**src/rtl/stream_sel_pkg.sv**
```systemverilog
// Shared types and helpers for the stream select multiplexer and its arbiter.
package stream_sel_pkg;

    typedef enum logic {
        MODE_SEL = 1'b0,
        MODE_RR  = 1'b1
    } mode_e;

    // Channel index increment wrapping at n_ch.
    function automatic int unsigned next_ch(input int unsigned ch, input int unsigned n_ch);
        if (ch + 32'd1 >= n_ch) begin
            return 32'd0;
        end else begin
            return ch + 32'd1;
        end
    endfunction

endpackage

```
**src/rtl/rr_lock_arbiter.sv**
```systemverilog
// Round-robin arbiter that locks onto a channel for the duration of a packet.
module rr_lock_arbiter
    import stream_sel_pkg::*;
#(
    parameter int N_CH  = 6,
    parameter int SEL_W = $clog2(N_CH)
) (
    input  logic             clk,
    input  logic             areset_n,
    input  logic [N_CH-1:0]  req_i,
    input  logic [N_CH-1:0]  last_i,
    input  logic             accept_i,
    input  logic             en_i,
    output logic [SEL_W-1:0] grant_idx_o,
    output logic             grant_vld_o
);

    logic [SEL_W-1:0] rr_ptr_q, rr_ptr_d;
    logic             lock_q, lock_d;
    logic [SEL_W-1:0] lock_ch_q, lock_ch_d;
    logic [SEL_W-1:0] grant_idx_s;
    logic             grant_vld_s;
    int               c;

    // Grant search: locked channel only, else first requester from rr_ptr (scanned backwards so nearest wins).
    always_comb begin
        c           = 0;
        grant_idx_s = lock_ch_q;
        grant_vld_s = 1'b0;
        if (lock_q) begin
            grant_vld_s = req_i[lock_ch_q];
        end else begin
            for (int k = N_CH - 1; k >= 0; k--) begin
                c = (int'(rr_ptr_q) + k >= N_CH) ? int'(rr_ptr_q) + k - N_CH : int'(rr_ptr_q) + k;
                grant_idx_s = req_i[c] ? SEL_W'(c) : grant_idx_s;
                grant_vld_s = grant_vld_s | req_i[c];
            end
        end
    end

    // Lock/pointer next state, advanced only by accepted round-robin beats.
    always_comb begin
        rr_ptr_d  = rr_ptr_q;
        lock_d    = lock_q;
        lock_ch_d = lock_ch_q;
        if (en_i && accept_i && grant_vld_s) begin
            if (last_i[grant_idx_s]) begin
                lock_d   = 1'b0;
                rr_ptr_d = SEL_W'(next_ch(32'(grant_idx_s), N_CH));
            end else begin
                lock_d    = 1'b1;
                lock_ch_d = grant_idx_s;
            end
        end else begin
            lock_d = lock_q;
        end
    end

    // Arbiter state registers.
    always_ff @(posedge clk or negedge areset_n) begin
        if (!areset_n) begin
            rr_ptr_q  <= {SEL_W{1'b0}};
            lock_q    <= 1'b0;
            lock_ch_q <= {SEL_W{1'b0}};
        end else begin
            rr_ptr_q  <= rr_ptr_d;
            lock_q    <= lock_d;
            lock_ch_q <= lock_ch_d;
        end
    end

    assign grant_idx_o = grant_idx_s;
    assign grant_vld_o = grant_vld_s;

endmodule

```
**src/rtl/stream_sel_mux.sv**
```systemverilog
// N-channel valid/ready stream multiplexer with explicit-select and packet-locked
// round-robin modes, followed by a single registered output stage.
module stream_sel_mux
    import stream_sel_pkg::*;
#(
    parameter  int N_CH  = 6,
    parameter  int WIDTH = 4,
    localparam int SEL_W = $clog2(N_CH)
) (
    input  logic                  clk,
    input  logic                  areset_n,
    input  logic                  mode,
    input  logic [SEL_W-1:0]      sel,
    input  logic [N_CH-1:0]       in_valid,
    output logic [N_CH-1:0]       in_ready,
    input  logic [N_CH*WIDTH-1:0] in_data,
    input  logic [N_CH-1:0]       in_last,
    output logic                  out_valid,
    input  logic                  out_ready,
    output logic [WIDTH-1:0]      out_data,
    output logic                  out_last,
    output logic [SEL_W-1:0]      out_ch,
    output logic                  err_sel
);

    localparam int               SEL_W1 = SEL_W + 1;
    localparam logic [SEL_W:0]   N_CH_L = SEL_W1'(N_CH);

    logic             mode_rr_s, sel_ok_s, load_en_s, xfer_s;
    logic [SEL_W-1:0] arb_idx_s, grant_idx_s;
    logic             arb_vld_s, grant_vld_s;
    logic [WIDTH-1:0] mux_data_s;
    logic             mux_last_s;

    logic             out_valid_q, out_valid_d;
    logic [WIDTH-1:0] out_data_q, out_data_d;
    logic             out_last_q, out_last_d;
    logic [SEL_W-1:0] out_ch_q, out_ch_d;
    logic             err_sel_q, err_sel_d;

    assign mode_rr_s = (mode == MODE_RR);
    assign sel_ok_s  = ({1'b0, sel} < N_CH_L);
    assign load_en_s = !out_valid_q || out_ready;
    assign xfer_s    = grant_vld_s && load_en_s;

    rr_lock_arbiter #(
        .N_CH  (N_CH),
        .SEL_W (SEL_W)
    ) u_arb (
        .clk         (clk),
        .areset_n    (areset_n),
        .req_i       (in_valid),
        .last_i      (in_last),
        .accept_i    (xfer_s),
        .en_i        (mode_rr_s),
        .grant_idx_o (arb_idx_s),
        .grant_vld_o (arb_vld_s)
    );

    // Mode-dependent grant; the arbiter's lock is simply ignored in select mode.
    always_comb begin
        grant_idx_s = sel;
        grant_vld_s = 1'b0;
        if (mode_rr_s) begin
            grant_idx_s = arb_idx_s;
            grant_vld_s = arb_vld_s;
        end else begin
            grant_idx_s = sel;
            grant_vld_s = sel_ok_s && in_valid[sel];
        end
    end

    // Ready decode and data/last steering from the granted channel.
    always_comb begin
        in_ready   = {N_CH{1'b0}};
        mux_data_s = {WIDTH{1'b0}};
        mux_last_s = 1'b0;
        for (int i = 0; i < N_CH; i++) begin
            in_ready[i] = xfer_s && (grant_idx_s == SEL_W'(i));
            mux_data_s  = (grant_idx_s == SEL_W'(i)) ? in_data[i*WIDTH +: WIDTH] : mux_data_s;
            mux_last_s  = (grant_idx_s == SEL_W'(i)) ? in_last[i] : mux_last_s;
        end
    end

    // Output stage next state: load, drain to zero, or hold under backpressure.
    always_comb begin
        out_valid_d = out_valid_q;
        out_data_d  = out_data_q;
        out_last_d  = out_last_q;
        out_ch_d    = out_ch_q;
        err_sel_d   = !mode_rr_s && !sel_ok_s && (|in_valid);
        if (xfer_s) begin
            out_valid_d = 1'b1;
            out_data_d  = mux_data_s;
            out_last_d  = mux_last_s;
            out_ch_d    = grant_idx_s;
        end else if (load_en_s) begin
            out_valid_d = 1'b0;
            out_data_d  = {WIDTH{1'b0}};
            out_last_d  = 1'b0;
        end else begin
            out_valid_d = out_valid_q;
        end
    end

    // Output and error registers.
    always_ff @(posedge clk or negedge areset_n) begin
        if (!areset_n) begin
            out_valid_q <= 1'b0;
            out_data_q  <= {WIDTH{1'b0}};
            out_last_q  <= 1'b0;
            out_ch_q    <= {SEL_W{1'b0}};
            err_sel_q   <= 1'b0;
        end else begin
            out_valid_q <= out_valid_d;
            out_data_q  <= out_data_d;
            out_last_q  <= out_last_d;
            out_ch_q    <= out_ch_d;
            err_sel_q   <= err_sel_d;
        end
    end

    assign out_valid = out_valid_q;
    assign out_data  = out_data_q;
    assign out_last  = out_last_q;
    assign out_ch    = out_ch_q;
    assign err_sel   = err_sel_q;

endmodule

```
**config.mk**
```make
export PLATFORM = sky130hd
export DESIGN_NAME = stream_sel_mux
export DESIGN_NICKNAME = d
export VERILOG_FILES = /design/src/rtl/stream_sel_pkg.sv /design/src/rtl/rr_lock_arbiter.sv /design/src/rtl/stream_sel_mux.sv
export SDC_FILE = /design/constraint.sdc
export NUM_CORES = 1
export LEC_CHECK = 0
export BUFFER_PORTS_ARGS = -buffer_cell sky130_fd_sc_hd__buf_2
export CAP_MARGIN = 0
export CORE_AREA = 2 2 90 92
export DETAILED_ROUTE_END_ITERATION = 8
export DIE_AREA = 0 0 92 94
export PLACE_DENSITY_LB_ADDON = 0.15
export SETUP_SLACK_MARGIN = 0.2
export SKIP_LAST_GASP = 1
export SYNTH_ARGS = -nofsm -noshare
export SYNTH_HDL_FRONTEND = slang
export SYNTH_SLANG_ARGS = --single-unit
```
**constraint.sdc**
```tcl
create_clock -name clk -period 5.3 [get_ports clk]
set_clock_uncertainty 0.2 [all_clocks]
set_input_delay 1.06 -clock clk [delete_from_list [all_inputs] [get_ports clk]]
set_output_delay 1.06 -clock clk [all_outputs]
set_load 0.01 [all_outputs]
```
# ---- Word-level counts from Yosys, hierarchy flattened
# Index checks and enable logic that the tools add are counted.
dict set report op_classes {
  addsub 12
  n_lt_le_gt_ge 17
  n_eq_ne 5
  muxes 59
  bitwise_logic 6
  n_reduce_logical 21
}
# operator n
set ops {}
lappend ops {{32-bit by 5-bit < comparator with 1-bit output (second input constant)} 6}
lappend ops {{32-bit 2-to-1 mux} 6}
lappend ops {{32-bit by 4-bit greater-or-equal comparator with 1-bit output (second input constant)} 5}
lappend ops {{32-bit by 4-bit subtractor with 32-bit output (second input constant)} 5}
lappend ops {{4-bit 2-to-1 mux} 8}
lappend ops {{1-bit binary-select mux with 3-bit select} 9}
lappend ops {{1-bit 2-to-1 mux} 27}
lappend ops {{3-bit 2-to-1 mux} 9}
lappend ops {{1-bit logical AND} 12}
lappend ops {{3-bit by 4-bit < comparator with 1-bit output (second input constant)} 3}
lappend ops {{3-bit by 1-bit adder with 4-bit output (second input constant)} 2}
lappend ops {{3-bit by 2-bit adder with 4-bit output (second input constant)} 2}
lappend ops {{3-bit by 3-bit adder with 4-bit output (second input constant)} 2}
lappend ops {{3-bit by 2-bit == test with 1-bit output (second input constant)} 2}
lappend ops {{3-bit == test (second input constant)} 2}
lappend ops {{6-bit OR reduction} 1}
lappend ops {{1-bit OR} 5}
lappend ops {{4-bit by 3-bit greater-or-equal comparator with 1-bit output (second input constant)} 1}
lappend ops {{2-bit AND reduction} 2}
lappend ops {{3-bit by 3-bit subtractor with 4-bit output (second input constant)} 1}
lappend ops {{3-bit by 1-bit == test with 1-bit output (second input constant)} 1}
lappend ops {{3-bit greater-or-equal comparator (second input constant)} 1}
lappend ops {{1-bit logical NOT} 3}
lappend ops {{3-bit logical NOT} 1}
lappend ops {{other kinds (4)} 4}
dict set report word_totals {
  register_bits 17
  inputBits 43
  out_inout_bits 16
  elab_cells 128
}

# ---- Logic depth before layout (Yosys ltp)
dict set report depth {
  depth_word 22
  ltp_mapped 17
  ltp_nobuf 16
}

# ---- Modules after synthesis
# Synthesis repeated with hierarchy kept, for this count alone.
dict set report unflattened {
  cells_unflattened 301
  area_unflattened_um2 2527.4
}
# module instances cells_per_inst area_per_inst_um2 seq_area_each_um2
set modules_own_cells {}
lappend modules_own_cells {rr_lock_arbiter 1 186 1595.3 175.2}
lappend modules_own_cells {stream_sel_mux 1 115 932.1 250.2}

# ---- Least setup slack after synthesis
# OpenSTA, ideal clock, no wires.
dict set report synth_timing {
  path_kind {register -> output}
  from {reg u_arb.rr_ptr_q[0]}
  to {out in_ready[0]}
  t_arrival_ns 3.672
  t_required_ns 4.040
  path_slack_ns 0.368
  stages_incl_launch_ff 15
  cell_sequence {dfrtp_1 -> buf_6 -> inv_1 -> ha_1 -> buf_2 -> clkinv_1 -> ha_1 -> o311a_1 -> o211ai_1 -> nor3_1 -> o211ai_2 -> mux2_2 -> buf_2 -> clkinv_1 -> nor4_1}
}
dict set report synth_between {
  elab_chain_cells 16
}
# item line
set synth_lines {}
lappend synth_lines {{from (decl)} rr_lock_arbiter.sv:18} ;# logic [SEL_W-1:0] rr_ptr_q, rr_ptr_d;
lappend synth_lines {{from (signal assigned)} rr_lock_arbiter.sv:62} ;# rr_ptr_q <= {SEL_W{1'b0}};
lappend synth_lines {{from (signal assigned)} rr_lock_arbiter.sv:66} ;# rr_ptr_q <= rr_ptr_d;
lappend synth_lines {{3-bit by 3-bit adder with 4-bit output} rr_lock_arbiter.sv:34} ;# c = (int'(rr_ptr_q) + k >= N_CH) ? int'(rr_ptr_q) + k - N_CH : int'(rr_ptr_q) + k;
lappend synth_lines {{32-bit by 4-bit subtractor with 32-bit output / 32-bit by 4-bit greater-or-equal comparator with 1-bit output (equally long branches)} rr_lock_arbiter.sv:34}
lappend synth_lines {{32-bit 2-to-1 mux} rr_lock_arbiter.sv:34}
lappend synth_lines {{1-bit binary-select mux with 3-bit select} {rr_lock_arbiter.sv:35, rr_lock_arbiter.sv:36}}
lappend synth_lines {{1-bit 2-to-1 mux (implied by the code) (2 in series)} {rr_lock_arbiter.sv:35, rr_lock_arbiter.sv:36}}
lappend synth_lines {{3-bit 2-to-1 mux (6 in series)} rr_lock_arbiter.sv:35} ;# grant_idx_s = req_i[c] ? SEL_W'(c) : grant_idx_s;
lappend synth_lines {{3-bit 2-to-1 mux} rr_lock_arbiter.sv:30} ;# if (lock_q) begin
lappend synth_lines {{3-bit 2-to-1 mux} stream_sel_mux.sv:64} ;# if (mode_rr_s) begin
lappend synth_lines {{3-bit logical NOT} stream_sel_mux.sv:79} ;# in_ready[i] = xfer_s && (grant_idx_s == SEL_W'(i));
lappend synth_lines {{1-bit logical AND *} stream_sel_mux.sv:79}
lappend synth_lines {{to (decl)} stream_sel_mux.sv:15} ;# output logic [N_CH-1:0] in_ready,
# Every way passes the cells marked *; elsewhere a longest branch is shown, timed or not. The select of a mux whose other input is x is not followed.

# ---- Final worst setup path
dict set report layout_timing {
  from {in in_valid[4]}
  to {out in_ready[1]}
}
dict set report layout_between {
  elab_chain_cells 13
}
# item line
set layout_lines {}
lappend layout_lines {{from (decl)} stream_sel_mux.sv:14} ;# input logic [N_CH-1:0] in_valid,
lappend layout_lines {{1-bit binary-select mux with 3-bit select} {rr_lock_arbiter.sv:35, rr_lock_arbiter.sv:36}}
lappend layout_lines {{1-bit 2-to-1 mux (implied by the code) (2 in series)} {rr_lock_arbiter.sv:35, rr_lock_arbiter.sv:36}}
lappend layout_lines {{3-bit 2-to-1 mux (6 in series)} rr_lock_arbiter.sv:35}
lappend layout_lines {{3-bit 2-to-1 mux} rr_lock_arbiter.sv:30}
lappend layout_lines {{3-bit 2-to-1 mux} stream_sel_mux.sv:64}
lappend layout_lines {{3-bit by 1-bit == test with 1-bit output} stream_sel_mux.sv:79}
lappend layout_lines {{1-bit logical AND *} stream_sel_mux.sv:79}
# Marks and branches as above.

==> flow_summary.json <==
{
  "total_global_route_track_usage_pct": 19.4,
  "antenna_found_initial": 0,
  "postSynth.asyncResetShare_pct": 100,
  "clock_power_share_pct": 4.3,
  "yosys_most_used_dff": "sky130_fd_sc_hd__dfrtp_1",
  "yosysMostFrequentCell": "sky130_fd_sc_hd__nand2_1",
  "fin_worst_hold_slack_ns": 0.278,
  "timing.final.hold_violations": 0,
  "timing.fmax_mhz": 206,
  "edff_count_synth": 0,
  "top_level_ports": 59,
  "syn-mean-instance-area_um2": 8.09,
  "route.antenna.remaining_nets": 0,
  "dpl_hpwl_um": 6700,
  "layout.nets": 435,
  "finalCriticalPeriod_ns": 4.85,
  "grt_remaining_overflow": 0,
  "clk_root_buffer_cell": "sky130_fd_sc_hd__clkbuf_8",
  "drv_slew": 0,
  "vdd_ir_drop_max_mv": 0.220,
  "slew_headroom_pct": 62.1,
  "cts_buffer_depth": 2,
  "gp_routability_congestion": 0.934,
  "end_kind": "output pin",
  "synth.yosys.seq_area_share_pct": 16.4,
  "internal-power_uw": 1080,
  "switchingPower_uw": 1330,
  "share_of_final_layout_standard_cells_stronger_than_drive_strength_1_pct": 33.5,
  "cts_tree": "done",
  "cts.clk_slew.worst_paths_ns": 0.08,
  "detail_route.vias_per_cell": 5.69,
  "timing.max_cap.violations": 0,
  "finalCritPeriodShare_pct": 91.5,
  "drc_errors": 0,
  "place.port_buffers": 58,
  "synth.lib_cells_used.distinct": 77,
  "postSynthRegisterBits": 17,
  "detailroute.via_count": 2738,
  "die-area_um2": 8650,
  "status": "completed",
  "yosys_warning_total": 0,
  "cts_num_sinks": 17,
  "critPathArrivalTime_ns": 3.59,
  "critical_path_required_ns": 4.04,
  "pre_cts_ws_ns": 0.197,
  "cts-buffers-inserted": 3,
  "share_comb_of_total_power_pct": 85.4,
  "netlist_top_cells_area": "sky130_fd_sc_hd__dfrtp_1 (16%), sky130_fd_sc_hd__ha_1 (5.8%), sky130_fd_sc_hd__mux2i_1 (5.4%), sky130_fd_sc_hd__mux2_2 (5.2%), sky130_fd_sc_hd__nand2_1 (4.6%)",
  "antenna_cells": 0,
  "p_leak_uw": 0.00134,
  "post_synth_inst_count": 320,
  "timing.critical_path.fanout_max": 9,
  "hold_path.class": "reg2reg",
  "rsz0062_at_grt": "yes",
  "syn-cell-area_um2": 2590,
  "powerDensity_nw_per_um2": 775,
  "drt_pre_antenna_iters": 4,
  "std_cell_rows": 32,
  "flow.area_growth_from_synthesis_pct": 20.0,
  "worst-slew-pin-transition_ns": 0.567,
  "fin_tns_setup_ns": 0,
  "synth_fp_nets": 375,
  "cell_types_with_the_highest_counts_after_synthesis": "sky130_fd_sc_hd__nand2_1 (32), sky130_fd_sc_hd__nor2_1 (23), sky130_fd_sc_hd__a21oi_1 (17), sky130_fd_sc_hd__dfrtp_1 (17), sky130_fd_sc_hd__nor3_1 (16)",
  "grt_max_degree": 20,
  "drt-wirelength-per-cell_um": 17.3,
  "die_y_um": 94,
  "cts_hold_buf": 0,
  "layout.cells.non_filler": 481,
  "cell_type_with_the_largest_total_area_after_synthesis": "sky130_fd_sc_hd__dfrtp_1",
  "floorplan.initialDensity_pct": 34.0,
  "grt_pass1_vias": 2626,
  "synthDominantCellAreaShare_pct": 16.4,
  "dr.first_iter.drc_count": 136,
  "design.core.area_um2": 7610,
  "setup.worst_path.start_class": "primary input",
  "share_seq_of_total_power_pct": 10.3,
  "report.final.setup_viol": 0,
  "clock_tree.htree_level_count": 1,
  "final.setup.worst_slack_ns": 0.453,
  "finalWirelength_um": 8330,
  "worst_skew_pair.late_latency_ns": 0.26,
  "place_inst": 475,
  "fp.dieW_um": 92,
  "finalPower_uw": 2410,
  "sw_frac_of_total_pct": 55.2,
  "global_route_wire_length_before_repair_um": 13500,
  "critPathKind": "in2out"
}
per-stage QoR:
step | util, % | cell area [µm²]
after floorplan | - | 2590
after global placement | 39.5 | 3000
after detailed placement | 39.5 | 3000
after CTS | 40.2 | 3060
after global routing | 40.9 | 3110
final | 40.9 | 3110
cell families (layout without fill, tap and decap cells):
family | after synthesis | after routing | share of synthesized area [%]
xor+xnor | 5 | 5 | 2.27
buf+inv | 31 | 90 | 5.65
compound gates | 90 | 90 | 27.4
simple gates | 132 | 132 | 26.7
fa+ha+maj | 12 | 12 | 5.80
mux | 33 | 33 | 15.7
flops | 17 | 17 | 16.4
worst max-delay path, stage by stage:
cell,delay [ns]
sky130_fd_sc_hd__buf_2,0.14
sky130_fd_sc_hd__mux2i_2,0.37
sky130_fd_sc_hd__nor3_1,0.12
sky130_fd_sc_hd__a221oi_2,0.38
sky130_fd_sc_hd__nor2_1,0.13
sky130_fd_sc_hd__nor3_1,0.39
sky130_fd_sc_hd__nand3_2,0.19
sky130_fd_sc_hd__a31o_2,0.36
sky130_fd_sc_hd__nor4_1,0.26
sky130_fd_sc_hd__buf_2,0.17
metal layers:
| metal | global-route usage [%] | share of wire [%] | vias up |
|---|---|---|---|
| met2 | 32.1 | 47 | 91 |
| met4 | 7.21 | 2.9 | 0 |
| li1 | - | - | 1334 |
| met5 | 0 | 0 | - |
| met1 | 25.9 | 45 | 1291 |
| met3 | 2.33 | 5.2 | 22 |
registers in the layout (all words and copies together), names as in the netlist:
| name | flops |
|---|---|
| out_last | 1 |
| out_valid | 1 |
| u_arb.rr_ptr_q | 3 |
| u_arb.lock_ch_q | 3 |
| err_sel | 1 |
| out_data | 4 |
| out_ch | 3 |
| u_arb.lock_q | 1 |
power groups by stage:
stage | Sequential [µW] | Clock (µW) | Combinational [µW]
floorplan | 234 | 0 | 1510
global placement | 247 | 0 | 1980
detailed placement | 246 | 0 | 1970
CTS | 244 | 107 | 1990
global route | 259 | 115 | 2270
finish | 247 | 105 | 2060
timing repair:
action                     CTS  global route
resized for setup            2            12
setup buffers                0             2
pin swaps                    0             4
setup endpoints to repair    4             6
area by class of cell:
class / instances / area, µm²
Fill cell: 777 / 4500
Multi-Input combinational cell: 272 / 2060
Sequential cell: 17 / 428
Timing Repair Buffer: 72 / 395
Tap cell: 102 / 128
Inverter: 14 / 52.6
Clock buffer: 3 / 41.3
Clock inverter: 1 / 5.00
placed cells by master, fill, tap and decap left out, types with 4 or more instances in the layout:
| cell type | synthesis | layout |
|---|---|---|
| sky130_fd_sc_hd__or3_1 | 15 | 15 |
| sky130_fd_sc_hd__buf_4 | 1 | 14 |
| sky130_fd_sc_hd__mux2_2 | 12 | 12 |
| sky130_fd_sc_hd__o21ai_0 | 14 | 14 |
| sky130_fd_sc_hd__a21oi_1 | 17 | 17 |
| sky130_fd_sc_hd__o41ai_1 | 4 | 4 |
| sky130_fd_sc_hd__nor2b_1 | 4 | 4 |
| sky130_fd_sc_hd__nor2_1 | 23 | 22 |
| sky130_fd_sc_hd__a211oi_1 | 4 | 4 |
| sky130_fd_sc_hd__nand2b_1 | 4 | 4 |
| sky130_fd_sc_hd__mux2i_1 | 14 | 12 |
| sky130_fd_sc_hd__dfrtp_1 | 17 | 15 |
| sky130_fd_sc_hd__nand3_1 | 5 | 4 |
| sky130_fd_sc_hd__nand2_1 | 32 | 32 |
| sky130_fd_sc_hd__ha_1 | 12 | 11 |
| sky130_fd_sc_hd__nand3b_1 | 5 | 5 |
| sky130_fd_sc_hd__nor3_1 | 16 | 15 |
| sky130_fd_sc_hd__inv_1 | 12 | 10 |
| sky130_fd_sc_hd__buf_2 | 6 | 58 |
| sky130_fd_sc_hd__mux4_2 | 4 | 4 |
| sky130_fd_sc_hd__nor4_1 | 4 | 4 |
| sky130_fd_sc_hd__nand4_1 | 5 | 5 |
| sky130_fd_sc_hd__a21boi_0 | 4 | 4 |
path summary, 6_finish.rpt:
check                                  start  slack [ns]           endpoint  cells past startpoint
min reg2reg                      out_data[0]        0.28        out_data[0]                      2
max                              in_valid[4]        0.45        in_ready[1]                     10
min in group asynchronous           areset_n        0.52        out_data[1]                      1
max reg2reg                u_arb.rr_ptr_q[0]        1.20  u_arb.rr_ptr_q[2]                     14
min                              out_data[0]        0.28        out_data[0]                      2
max in group asynchronous           areset_n        4.06  u_arb.rr_ptr_q[1]                      1
Note: power is estimated with default switching activity, not from simulation.
